**config.mk**
```make
export PLATFORM = sky130hd
export DESIGN_NAME = hilo_muldiv_ctrl
export DESIGN_NICKNAME = d
export VERILOG_FILES = /design/src/rtl/hilo_muldiv_ctrl.sv
export SDC_FILE = /design/constraint.sdc
export NUM_CORES = 1
export LEC_CHECK = 0
export CAP_MARGIN = 25
export CORE_MARGIN = 4
export CORE_UTILIZATION = 30
export CTS_BUF_LIST = sky130_fd_sc_hd__clkbuf_8
export CTS_CLUSTER_DIAMETER = 120
export DETAILED_ROUTE_END_ITERATION = 8
export GPL_ROUTABILITY_DRIVEN = 1
export GPL_TIMING_DRIVEN = 0
export SLEW_MARGIN = 15
export SYNTH_ARGS = -nofsm -noshare
export SYNTH_HDL_FRONTEND = slang
export SYNTH_SLANG_ARGS = --single-unit
export TNS_END_PERCENT = 5
```
**constraint.sdc**
```tcl
create_clock -name clk -period 4.7 [get_ports clk]
set_clock_uncertainty 0.2 [all_clocks]
set_input_delay 0.705 -clock clk [delete_from_list [all_inputs] [get_ports clk]]
set_output_delay 0.705 -clock clk [all_outputs]
set_load 0.01 [all_outputs]
```
**src/rtl/hilo_muldiv_ctrl.sv**
```systemverilog
// hilo_muldiv_ctrl: owns HI/LO, sequences MULT/DIV onto external units, handles MTHI/MTLO and flush.
// Define HILO_FWD_EN to forward HI/LO writes combinationally and release hilo_stall in the completion cycle.
module hilo_muldiv_ctrl #(
   parameter int MUL_LAT = 3,
   parameter int CNT_W   = 4
) (
   input  logic        clk,
   input  logic        resetn,
   input  logic        flush,
   input  logic        id_hilo_use,
   input  logic        ex_mul,
   input  logic        ex_div,
   input  logic        ex_signed,
   input  logic        ex_mthi,
   input  logic        ex_mtlo,
   input  logic [31:0] ex_src_a,
   input  logic [31:0] ex_src_b,
   output logic        mul_start,
   output logic        mul_signed,
   output logic [31:0] mul_a,
   output logic [31:0] mul_b,
   input  logic [63:0] mul_prod,
   output logic        div_in_valid,
   input  logic        div_in_ready,
   output logic        div_signed,
   output logic [31:0] div_a,
   output logic [31:0] div_b,
   input  logic        div_out_valid,
   input  logic [31:0] div_quot,
   input  logic [31:0] div_rem,
   output logic [31:0] hi,
   output logic [31:0] lo,
   output logic        busy,
   output logic        hilo_stall
);
   typedef enum logic [2:0] {IDLE, MUL_WAIT, DIV_REQ, DIV_WAIT, DIV_DRAIN} state_t;
   state_t           state_q, state_d;
   logic [31:0]      hi_q, hi_d, lo_q, lo_d;
   logic [31:0]      mul_a_q, mul_a_d, mul_b_q, mul_b_d, div_a_q, div_a_d, div_b_q, div_b_d;
   logic             mul_start_q, mul_start_d, mul_signed_q, mul_signed_d, div_signed_q, div_signed_d;
   logic [CNT_W-1:0] cnt_q, cnt_d;

   always_ff @(posedge clk or negedge resetn) begin
      if (!resetn) begin
         state_q      <= IDLE;
         hi_q         <= '0;
         lo_q         <= '0;
         mul_a_q      <= '0;
         mul_b_q      <= '0;
         div_a_q      <= '0;
         div_b_q      <= '0;
         mul_start_q  <= 1'b0;
         mul_signed_q <= 1'b0;
         div_signed_q <= 1'b0;
         cnt_q        <= '0;
      end else begin
         state_q      <= state_d;
         hi_q         <= hi_d;
         lo_q         <= lo_d;
         mul_a_q      <= mul_a_d;
         mul_b_q      <= mul_b_d;
         div_a_q      <= div_a_d;
         div_b_q      <= div_b_d;
         mul_start_q  <= mul_start_d;
         mul_signed_q <= mul_signed_d;
         div_signed_q <= div_signed_d;
         cnt_q        <= cnt_d;
      end
   end

   always_comb begin
      state_d      = state_q;
      hi_d         = hi_q;
      lo_d         = lo_q;
      mul_a_d      = mul_a_q;
      mul_b_d      = mul_b_q;
      div_a_d      = div_a_q;
      div_b_d      = div_b_q;
      mul_start_d  = 1'b0;
      mul_signed_d = mul_signed_q;
      div_signed_d = div_signed_q;
      cnt_d        = cnt_q;
      case (state_q)
         IDLE: if (!flush) begin
            if (ex_div) begin
               div_a_d      = ex_src_a;
               div_b_d      = ex_src_b;
               div_signed_d = ex_signed;
               state_d      = DIV_REQ;
            end else if (ex_mul) begin
               mul_a_d      = ex_src_a;
               mul_b_d      = ex_src_b;
               mul_signed_d = ex_signed;
               mul_start_d  = 1'b1;
               cnt_d        = CNT_W'(MUL_LAT);
               state_d      = MUL_WAIT;
            end else begin
               hi_d = ex_mthi ? ex_src_a : hi_q;
               lo_d = ex_mtlo ? ex_src_a : lo_q;
            end
         end
         // The counter holds during the launch cycle so mul_prod is sampled MUL_LAT cycles after mul_start.
         MUL_WAIT: if (flush) begin
            state_d = IDLE;
         end else if (!mul_start_q) begin
            cnt_d = cnt_q - CNT_W'(1);
            if (cnt_q == CNT_W'(1)) begin
               {hi_d, lo_d} = mul_prod;
               state_d      = IDLE;
            end
         end
         DIV_REQ: if (div_in_ready) state_d = flush ? DIV_DRAIN : DIV_WAIT;
            else if (flush) state_d = IDLE;
         DIV_WAIT: if (div_out_valid) begin
            hi_d    = flush ? hi_q : div_rem;
            lo_d    = flush ? lo_q : div_quot;
            state_d = IDLE;
         end else if (flush) begin
            state_d = DIV_DRAIN;
         end
         DIV_DRAIN: if (div_out_valid) state_d = IDLE;
         default: state_d = IDLE;
      endcase
   end

   assign busy         = state_q != IDLE;
   assign mul_start    = mul_start_q;
   assign mul_signed   = mul_signed_q;
   assign mul_a        = mul_a_q;
   assign mul_b        = mul_b_q;
   assign div_in_valid = state_q == DIV_REQ;
   assign div_signed   = div_signed_q;
   assign div_a        = div_a_q;
   assign div_b        = div_b_q;

`ifdef HILO_FWD_EN
   logic done;
   assign done = !flush && ((state_q == MUL_WAIT && !mul_start_q && cnt_q == CNT_W'(1)) ||
                            (state_q == DIV_WAIT && div_out_valid));
   assign hi         = hi_d;
   assign lo         = lo_d;
   assign hilo_stall = id_hilo_use & ((busy & ~done) | ex_mul | ex_div);
`else
   assign hi         = hi_q;
   assign lo         = lo_q;
   assign hilo_stall = id_hilo_use & (busy | ex_mul | ex_div);
`endif
endmodule

```
# Yosys cells after proc, flatten, opt, wreduce, memory -nomap -nowiden
# Cells that the tools add are included.
[word_totals]
word_cells = 92
inputBits = 203
reg_bits = 202
[classes]
addsub = 1
bitwise = 5
mux = 43
n_reduce_logical = 10
n_eq_ne = 22
[op_table]
columns = ["operator", "n"]
rows = [
  ["$mux W32", 18],
  ["$pmux W32 S3", 2],
  ["$mux W3", 12],
  ["$ne A2 B2 Y1 const B", 12],
  ["$mux W4", 5],
  ["$reduce_and A10 Y1", 2],
  ["$pmux W3 S5", 1],
  ["$ne A3 B3 Y1 const B", 4],
  ["$pmux W4 S2", 1],
  ["$reduce_and A7 Y1", 1],
  ["$eq A3 B2 Y1 const B", 2],
  ["$reduce_and A6 Y1", 1],
  ["$reduce_bool A3 Y1", 2],
  ["$eq A4 B1 Y1 const B", 1],
  ["$mux W1", 4],
  ["$reduce_and A4 Y1", 1],
  ["$sub A4 B1 Y4 const B", 1],
  ["$eq A3 B1 Y1 const B", 1],
  ["$eq A3 B3 Y1 const B", 1],
  ["$logic_not A3 Y1", 1],
  ["$ne A3 B2 Y1 const B", 1],
  ["$reduce_and A3 Y1", 1],
  ["$not A1 Y1", 2],
  ["$or A1 B1 Y1", 2],
  ["other kinds (2)", 2],
]

# Logic depth before layout (Yosys ltp)
# Gate-level depths: netlist (run 1).
[logic_depth]
depth_word = 5
ltp_mapped = 8
depth_no_buf = 6

# Worst setup path after synthesis (run 1)
# Ideal clock, no wire load.
[synth_timing]
kind = "input to register"
startpoint = "input flush"
endpoint = "register hi_q[0] (netlist: hi[0])"
path_stages = 6
path_slack_ns = 2.105
required_time_ns = 4.421
arrival_ns = 2.316
setup_time_ns = 0.079
path_cell_list = "buf_6 or3_1 a211o_1 nor4_4 buf_6 mux2i_1"
[synth_between]
elab_chain_cells = 2
word_cells_on_any_way = 4
cone_classes = "3 x eq/ne; 1 x reduce/logical"
[synth_rtl]
columns = ["item", "line", "source"]
rows = [
  ["start: declaration", "9", "input logic flush,"],
  ["$ne A2 B2 Y1 (no source line)", "n/a", ""],
  ["$reduce_and A10 Y1 (no source line) (*)", "n/a", ""],
  ["end signal: assignment", "58", "hi_q <= hi_d;"],
  ["end: declaration", "38", "logic [31:0] hi_q, hi_d, lo_q, lo_d;"],
]
# Mark *: on every way between the ends. The rest lies on a longest branch, timed or not.
# A chain may end at the register's enable or synchronous reset.

# Worst setup path after layout (run 1)
[layout_timing]
startpoint = "register state_q[1]"
endpoint = "output hilo_stall"
[layout_between]
elab_chain_cells = 4
[layout_rtl]
columns = ["item", "line", "source"]
rows = [
  ["start: declaration", "37", "state_t state_q, state_d;"],
  ["start signal: assignment", "57", "state_q <= state_d;"],
  ["$reduce_bool A3 Y1", "126", "assign busy = state_q != IDLE;"],
  ["$or A1 B1 Y1 (2 in a row)", "146", "assign hilo_stall = id_hilo_use & (busy | ex_mul | ex_div);"],
  ["$and A1 B1 Y1", "146", ""],
  ["end: declaration", "34", "output logic hilo_stall"],
]
# No other way between the ends.

==> impl_metrics.csv, run 1 <==
group,metric,value,unit
synth,ys_warn_count,0,
critical_path,r2r_end,"lo[1]$_DFFE_PN0P_",
grt,grt.total_usage,18.5,%
sta,maxSlewHeadroom,32.5,%
clock_network,root_buffer,"clkbuf_8",
power,p_switching,0.00334,W
sta,finalCritPeriodShare,73.0,%
floorplanning,fp-row-count,64,
synth,netlist_instances,759,
placed_design,post-dp-hpwl,24800,µm
floorplanning,fp.dieArea,0.0339,mm²
critical_path,end_kind,"output port",
sta,min_period,3.43,ns
min_path,min_from,"flush",
clock_network,clock_path_buffers,3,
cells_and_area,final-seq-area,0.00505,mm²
routing,drcViolationCount,0,
synth,synth_area,0.00929,mm²
routing,wirelength,32700,µm
grt,grt_max_degree,79,
power,comb_power_share,50.3,%
clock_network,numCtsBuffers,37,
routing,drtPass1Iterations,4,
flow_run,drv_cap,0,
sta,setup_tns,0,ns
outcome,status,"complete, no violations",
critical_path,arrival,2.53,ns
routing,routedWlPerCell,20.1,µm
grt,grt_pass1_vias,8040,
sta,maxSlewViolCount,0,
power,swShare,35.0,%
sta,hold_violations,0,
floorplanning,chipWidth,184,µm
cells_and_area,syn2layout_area_growth,57.2,%
routing,ant_nets,0,
critical_path,rr_startpoint,"state_q[1]$_DFFE_PN0P_",
clock_network,htreeDepth,2,
min_path,hold_end,"state_q[1]$_DFFE_PN0P_",
critical_path,critPathRequiredTime,3.80,ns
placed_design,numPortBuffers,399,
synth,ys_ff_latch,202,
floorplanning,core,0.0306,mm²
synth,avgSynthCellArea,12.2,µm²
sta,rsz0062_at_grt,"false",
cells_and_area,nNetsFinal,1405,
power,clock_power_share,17.6,%
clock_network,clkTransAtPathRegs,0.06,ns
routing,routed_via_density,4.58,
critical_path,rrSetupSlack,1.84,ns
synth,synth_edf_count,0,
floorplanning,start_util,30.4,%
min_path,min_path_cells,2,
placed_design,place.gp.congestion,0.800,
cells_and_area,multiInputGateArea,0.00371,mm²
sta,final-setup-viol-count,0,
routing,vias,7451,
synth,yosysTopAreaCellShare,54.4,%
clock_network,cts_sinks,202,
synth,synth.top_cells.by_area,"dfrtp_1, mux2_2, mux2i_1, o21ai_0, inv_1",
critical_path,crit_type,"reg -> out",
placed_design,postPlaceCellArea,0.0138,mm²
grt,grt_antenna_before_repair,1,
floorplanning,chipHeight,184,µm
sta,fmax,291,MHz
synth,async_flop_share,100,%
floorplanning,ioPinCount,401,
critical_path,r2r_cells,7,
routing,drtIter0Drc,233,
synth,ys_types,39,
synth,synth_area_leader_cell,"dfrtp_1",
critical_path,path_max_fanout,10,
cells_and_area,fin_util,47.7,%
power,p_seq_share,32.0,%
grt,grt_pass1_wl,48200,µm
cells_and_area,final_area,0.0146,mm²
power,powerDensity,654,mW/mm²
synth,synthesis.nets,964,
clock_network,insertion_delay,0.52,ns
cells_and_area,fill_cells,2831,
power,peakVddDrop,0.308,mV
synth,synth_ff_type,"dfrtp_1",
power,intPower,0.00621,W
cells_and_area,drive_above_1_share,17.5,%
power,leakage,6.24,nW
critical_path,start_kind,"flip-flop",
min_path,hp-class,"in -> reg",
grt,grt_overflow,0,
clock_network,cts_tree,"yes",
synth,ys_seq_area_share,54.4,%
sta,worst_pin_slew,1.01,ns
[per-layer routing]
metal / global-route usage (%) / vias to the layer above / part of all wire (%)
met5: 0 / - / 0.061
met4: 4.64 / 2 / 2.2
met3: 7.48 / 55 / 10
met2: 30.9 / 294 / 48
met1: 22.3 / 3612 / 40
li1: - / 3488 / -
[stage by stage]
stage | total power [W] | worst slack, ns | instances | hold WS (ns)
floorplan | 0.00525 | 2.10 | 759 | 0.209
global route | 0.0102 | 1.16 | 1625 | 0.200
CTS | 0.00974 | 1.22 | 1625 | 0.172
global placement | 0.00790 | -6.45 | 1554 | 0.286
finish | 0.00954 | 1.27 | 1626 | 0.211
detailed placement | 0.00797 | 1.27 | 1556 | 0.292
[cell families (layout without fill, tap and decap cells)]
logic type / count (synthesis) / count (layout) / share of synthesized area, %
buf+inv: 115 / 585 / 5.67
fa+ha+maj: 2 / 2 / 0.269
xor+xnor: 1 / 1 / 0.0943
flops: 202 / 202 / 54.4
other cells: 0 / 1 / 0
compound gates: 78 / 78 / 4.51
mux: 260 / 260 / 29.8
simple gates: 101 / 101 / 5.27
[worst max path at each step]
stage                                      start                     to  slack, ns  depth (start not counted)
final                     state_q[1]$_DFFE_PN0P_             hilo_stall       1.27                          5
after global routing      state_q[1]$_DFFE_PN0P_             hilo_stall       1.16                          5
after CTS                 state_q[1]$_DFFE_PN0P_             hilo_stall       1.22                          5
after detailed placement                  ex_div  mul_a[28]$_DFFE_PN0P_       1.27                          5
after global placement                    resetn  div_a[22]$_DFFE_PN0P_      -6.45                          1
after floorplan                            flush      hi[0]$_DFFE_PN0P_       2.10                          6
[cell type report]
cell class | instances | area share, %
antenna | 1 | 0.0171
clock buffer | 46 | 4.34
tap | 396 | 3.39
sequential | 202 | 34.6
inverter | 69 | 1.77
clock inverter | 22 | 0.805
buffer | 46 | 1.83
multi-input combinational | 442 | 25.4
timing repair buffer | 402 | 27.8
[power by group through the flow]
stage / clock network, W / registers [W] / logic [W]
2_1_floorplan: 0 / 0.00346 / 0.00179
4_1_cts: 0.00177 / 0.00306 / 0.00491
3_3_place_gp: 0 / 0.00305 / 0.00485
5_1_grt: 0.00184 / 0.00317 / 0.00519
6_report: 0.00168 / 0.00306 / 0.00480
3_5_place_dp: 0 / 0.00308 / 0.00489
[worst max-delay path: stages (launching register included)]
cell and delay, ns:
dfrtp_1 0.45, buf_6 0.18, or3_1 0.37, or3_1 0.37
and2_1 0.18, clkdlybuf4s50_1 0.47
[registers in the layout (all words and copies together) (netlist names)]
register	cells
div_a	32
div_b	32
hi	32
lo	32
mul_a	32
mul_b	32
cnt_q	4
state_q	3
div_signed	1
mul_signed	1
mul_start	1
[cells in the mapped netlist, types with 2 or more instances]
master / instances
nor4_4: 2
clkbuf_1: 22
a31oi_1: 2
buf_2: 12
nand2_1: 68
inv_1: 69
nor3b_1: 3
buf_1: 2
mux2i_1: 128
dfrtp_1: 202
nor3_1: 4
clkbuf_8: 2
buf_6: 8
or3_1: 3
mux2_2: 132
o21ai_0: 68
nand3_1: 2
nand3b_1: 2
nor2_1: 7
ha_1: 2
[what timing repair did]
action,CTS,global route
setup buffers,0,0
hold buffers,1,0
resized for setup,0,0
endpoints found under the setup margin,0,0
hold endpoints to repair,60,0
[cell usage in the layout (no fill, tap or decap), types with 4 or more instances in the layout]
master | Yosys | routed
nor3_1 | 4 | 4
buf_6 | 8 | 8
mux2i_1 | 128 | 128
clkinv_2 | 0 | 4
clkdlybuf4s50_1 | 0 | 398
clkbuf_8 | 2 | 48
buf_2 | 12 | 12
inv_1 | 69 | 85
mux2_2 | 132 | 132
o21ai_0 | 68 | 68
nor2_1 | 7 | 7
clkbuf_1 | 22 | 22
dfrtp_1 | 202 | 202
nand2_1 | 68 | 68
Power figures use the tool's default switching activity.
==> run 2: changes to the inputs <==
==> constraint.sdc (replaced) <==
create_clock -name clk -period 3.6 [get_ports clk]
set_clock_uncertainty 0.2 [all_clocks]
set_input_delay 0.54 -clock clk [delete_from_list [all_inputs] [get_ports clk]]
set_output_delay 0.54 -clock clk [all_outputs]
set_load 0.01 [all_outputs]
==> results of run 2 <==
Same layout as run 1 (identical final DEF). Status: complete, no violations.
Among the figures that moved: setup slack after placement 1.27 ns -> 0.338 ns; setup slack after layout 1.27 ns -> 0.332 ns; hold slack 0.211 ns -> 0.0463 ns; register-to-register setup slack 1.84 ns -> 0.74 ns; total power 0.00954 W -> 0.0125 W; worst IR drop on VDD 0.308 mV -> 0.402 mV
==> run 3: changes to the inputs <==
--- a/config.mk
+++ b/config.mk
@@ -5,8 +5,8 @@
 export SDC_FILE = /design/constraint.sdc
 export NUM_CORES = 1
 export LEC_CHECK = 0
+export ABC_CLOCK_PERIOD_IN_PS = 3600
 export CAP_MARGIN = 25
-export CORE_MARGIN = 4
 export CORE_UTILIZATION = 30
 export CTS_BUF_LIST = sky130_fd_sc_hd__clkbuf_8
 export CTS_CLUSTER_DIAMETER = 120
==> impl_metrics.csv, run 3 (synthesized netlist as in run 1, its figures left out) <==
group,metric,value,unit
sta,rsz0062_at_grt,"false",
clock_network,clkTransAtPathRegs,0.05,ns
sta,worst_pin_slew,0.897,ns
cells_and_area,drive_above_1_share,17.5,%
sta,fmax,309,MHz
routing,routedWlPerCell,19.1,µm
clock_network,numCtsBuffers,39,
grt,grt.total_usage,19.5,%
routing,vias,7408,
critical_path,crit_end,"hilo_stall",
power,powerDensity,852,mW/mm²
sta,final-setup-viol-count,0,
routing,ant_nets,0,
cells_and_area,nNetsFinal,1407,
critical_path,start_kind,"flip-flop",
floorplanning,core,0.0305,mm²
power,finalPower,0.0125,W
cells_and_area,antenna_cells,0,
critical_path,r2r_cells,8,
critical_path,crit_type,"reg -> out",
placed_design,post-dp-hpwl,23400,µm
placed_design,numPortBuffers,399,
critical_path,rrSetupSlack,0.77,ns
routing,routed_via_density,4.56,
clock_network,clock_path_buffers,3,
critical_path,critPathRequiredTime,2.86,ns
sta,maxSlewHeadroom,40.2,%
cells_and_area,layout_commonest_cell,"clkdlybuf4s50_1",
critical_path,rr_startpoint,"state_q[0]$_DFFE_PN0P_",
routing,drtPass1Iterations,4,
sta,finalCritPeriodShare,89.9,%
grt,grt_pass1_vias,7941,
flow_run,drv_cap,0,
sta,hold_violations,0,
clock_network,cts_sinks,202,
floorplanning,chipWidth,178,µm
routing,drtIter0Drc,310,
critical_path,end_kind,"output port",
power,peakVddDrop,0.437,mV
placed_design,dp.cells,1556,
critical_path,crit_start,"state_q[1]$_DFFE_PN0P_",
clock_network,root_buffer,"clkbuf_8",
critical_path,path_max_fanout,10,
clock_network,cts-hold-fix-buffers,1,
critical_path,r2r_end,"hi[21]$_DFFE_PN0P_",
grt,grt_overflow,0,
clock_network,htreeDepth,2,
grt,grt_max_degree,96,
cells_and_area,syn2layout_area_growth,57.3,%
critical_path,arrival,2.50,ns
routing,drcViolationCount,0,
sta,maxSlewViolCount,0,
sta,setup_tns,0,ns
floorplanning,ioPinCount,401,
cells_and_area,finalNonFillerCells,1624,
floorplanning,chipHeight,178,µm
cells_and_area,fill_cells,2851,
floorplanning,fp-row-count,64,
grt,grt_antenna_before_repair,0,
sta,min_period,3.24,ns
cells_and_area,most-common-layout-cells,"clkdlybuf4s50_1, dfrtp_1, mux2_2",
grt,grt_pass1_wl,46700,µm
clock_network,cts_resized,0,
clock_network,cts_tree,"yes",
clock_network,cts_setup_buffers,0,
min_path,hp-class,"in -> reg",
floorplanning,start_util,30.5,%
routing,wirelength,31100,µm
outcome,status,"complete, no violations",
clock_network,insertion_delay,0.51,ns
floorplanning,fp.dieArea,0.0317,mm²
placed_design,place.gp.congestion,0.810,
power,leakage,6.25,nW
[run 3: how the worst min path moves through the flow]
stage / to / cells past startpoint / startpoint / slack [ns]
3_5_place_dp: div_a[25]$_DFFE_PN0P_ / 1 / div_a[25]$_DFFE_PN0P_ / 0.29
4_1_cts: state_q[1]$_DFFE_PN0P_ / 2 / flush / 0.03
3_3_place_gp: div_a[16]$_DFFE_PN0P_ / 1 / div_a[16]$_DFFE_PN0P_ / 0.29
5_1_grt: state_q[1]$_DFFE_PN0P_ / 2 / flush / 0.06
2_1_floorplan: cnt_q[0]$_DFFE_PN0P_ / 0 / resetn / 0.04
6_report: state_q[1]$_DFFE_PN0P_ / 2 / flush / 0.08
[run 3: cell type report]
class                      instances  area, µm²  area share [%]
sequential                       202       5050            34.6
timing repair buffer             402       4060            27.8
multi-input combinational        442       3710            25.4
clock buffer                      48        661            4.52
tap                              396        495            3.39
buffer                            46        268            1.83
inverter                          69        259            1.77
clock inverter                    19        105           0.719
[run 3: stage by stage]
stage | util, % | setup slack (ns) | hold slack, ns | cell area [µm²]
finish | 47.9 | 0.364 | 0.0775 | 14600
global route | 47.9 | 0.266 | 0.0564 | 14600
CTS | 47.9 | 0.306 | 0.0307 | 14600
detailed placement | 45.4 | 0.421 | 0.292 | 13800
global placement | 45.2 | -7.37 | 0.286 | 13800
floorplan | - | 1.17 | 0.0444 | 9290
[run 3: power by group]
group	internal, W	total (W)	leakage (nW)	switching, W
sequential	0.00341	0.00400	2.36	0.000584
clock	0.00127	0.00222	0.451	0.000957
combinational	0.00346	0.00623	3.43	0.00277
total	0.00814	0.0125	6.25	0.00431
[run 3: critical path, stage by stage, from the launching register on]
cell	delay [ns]
dfrtp_1	0.44
buf_6	0.18
or3_1	0.36
or3_1	0.36
and2_1	0.18
clkdlybuf4s50_1	0.48
[run 3: layer usage]
| metal | up-vias | track usage, % | routed length, µm |
|---|---|---|---|
| met4 | 0 | 4.81 | 564 |
| met1 | 3585 | 23.6 | 12600 |
| li1 | 3490 | - | - |
| met3 | 42 | 6.73 | 3110 |
| met5 | - | 0 | 0 |
| met2 | 291 | 32.9 | 14800 |
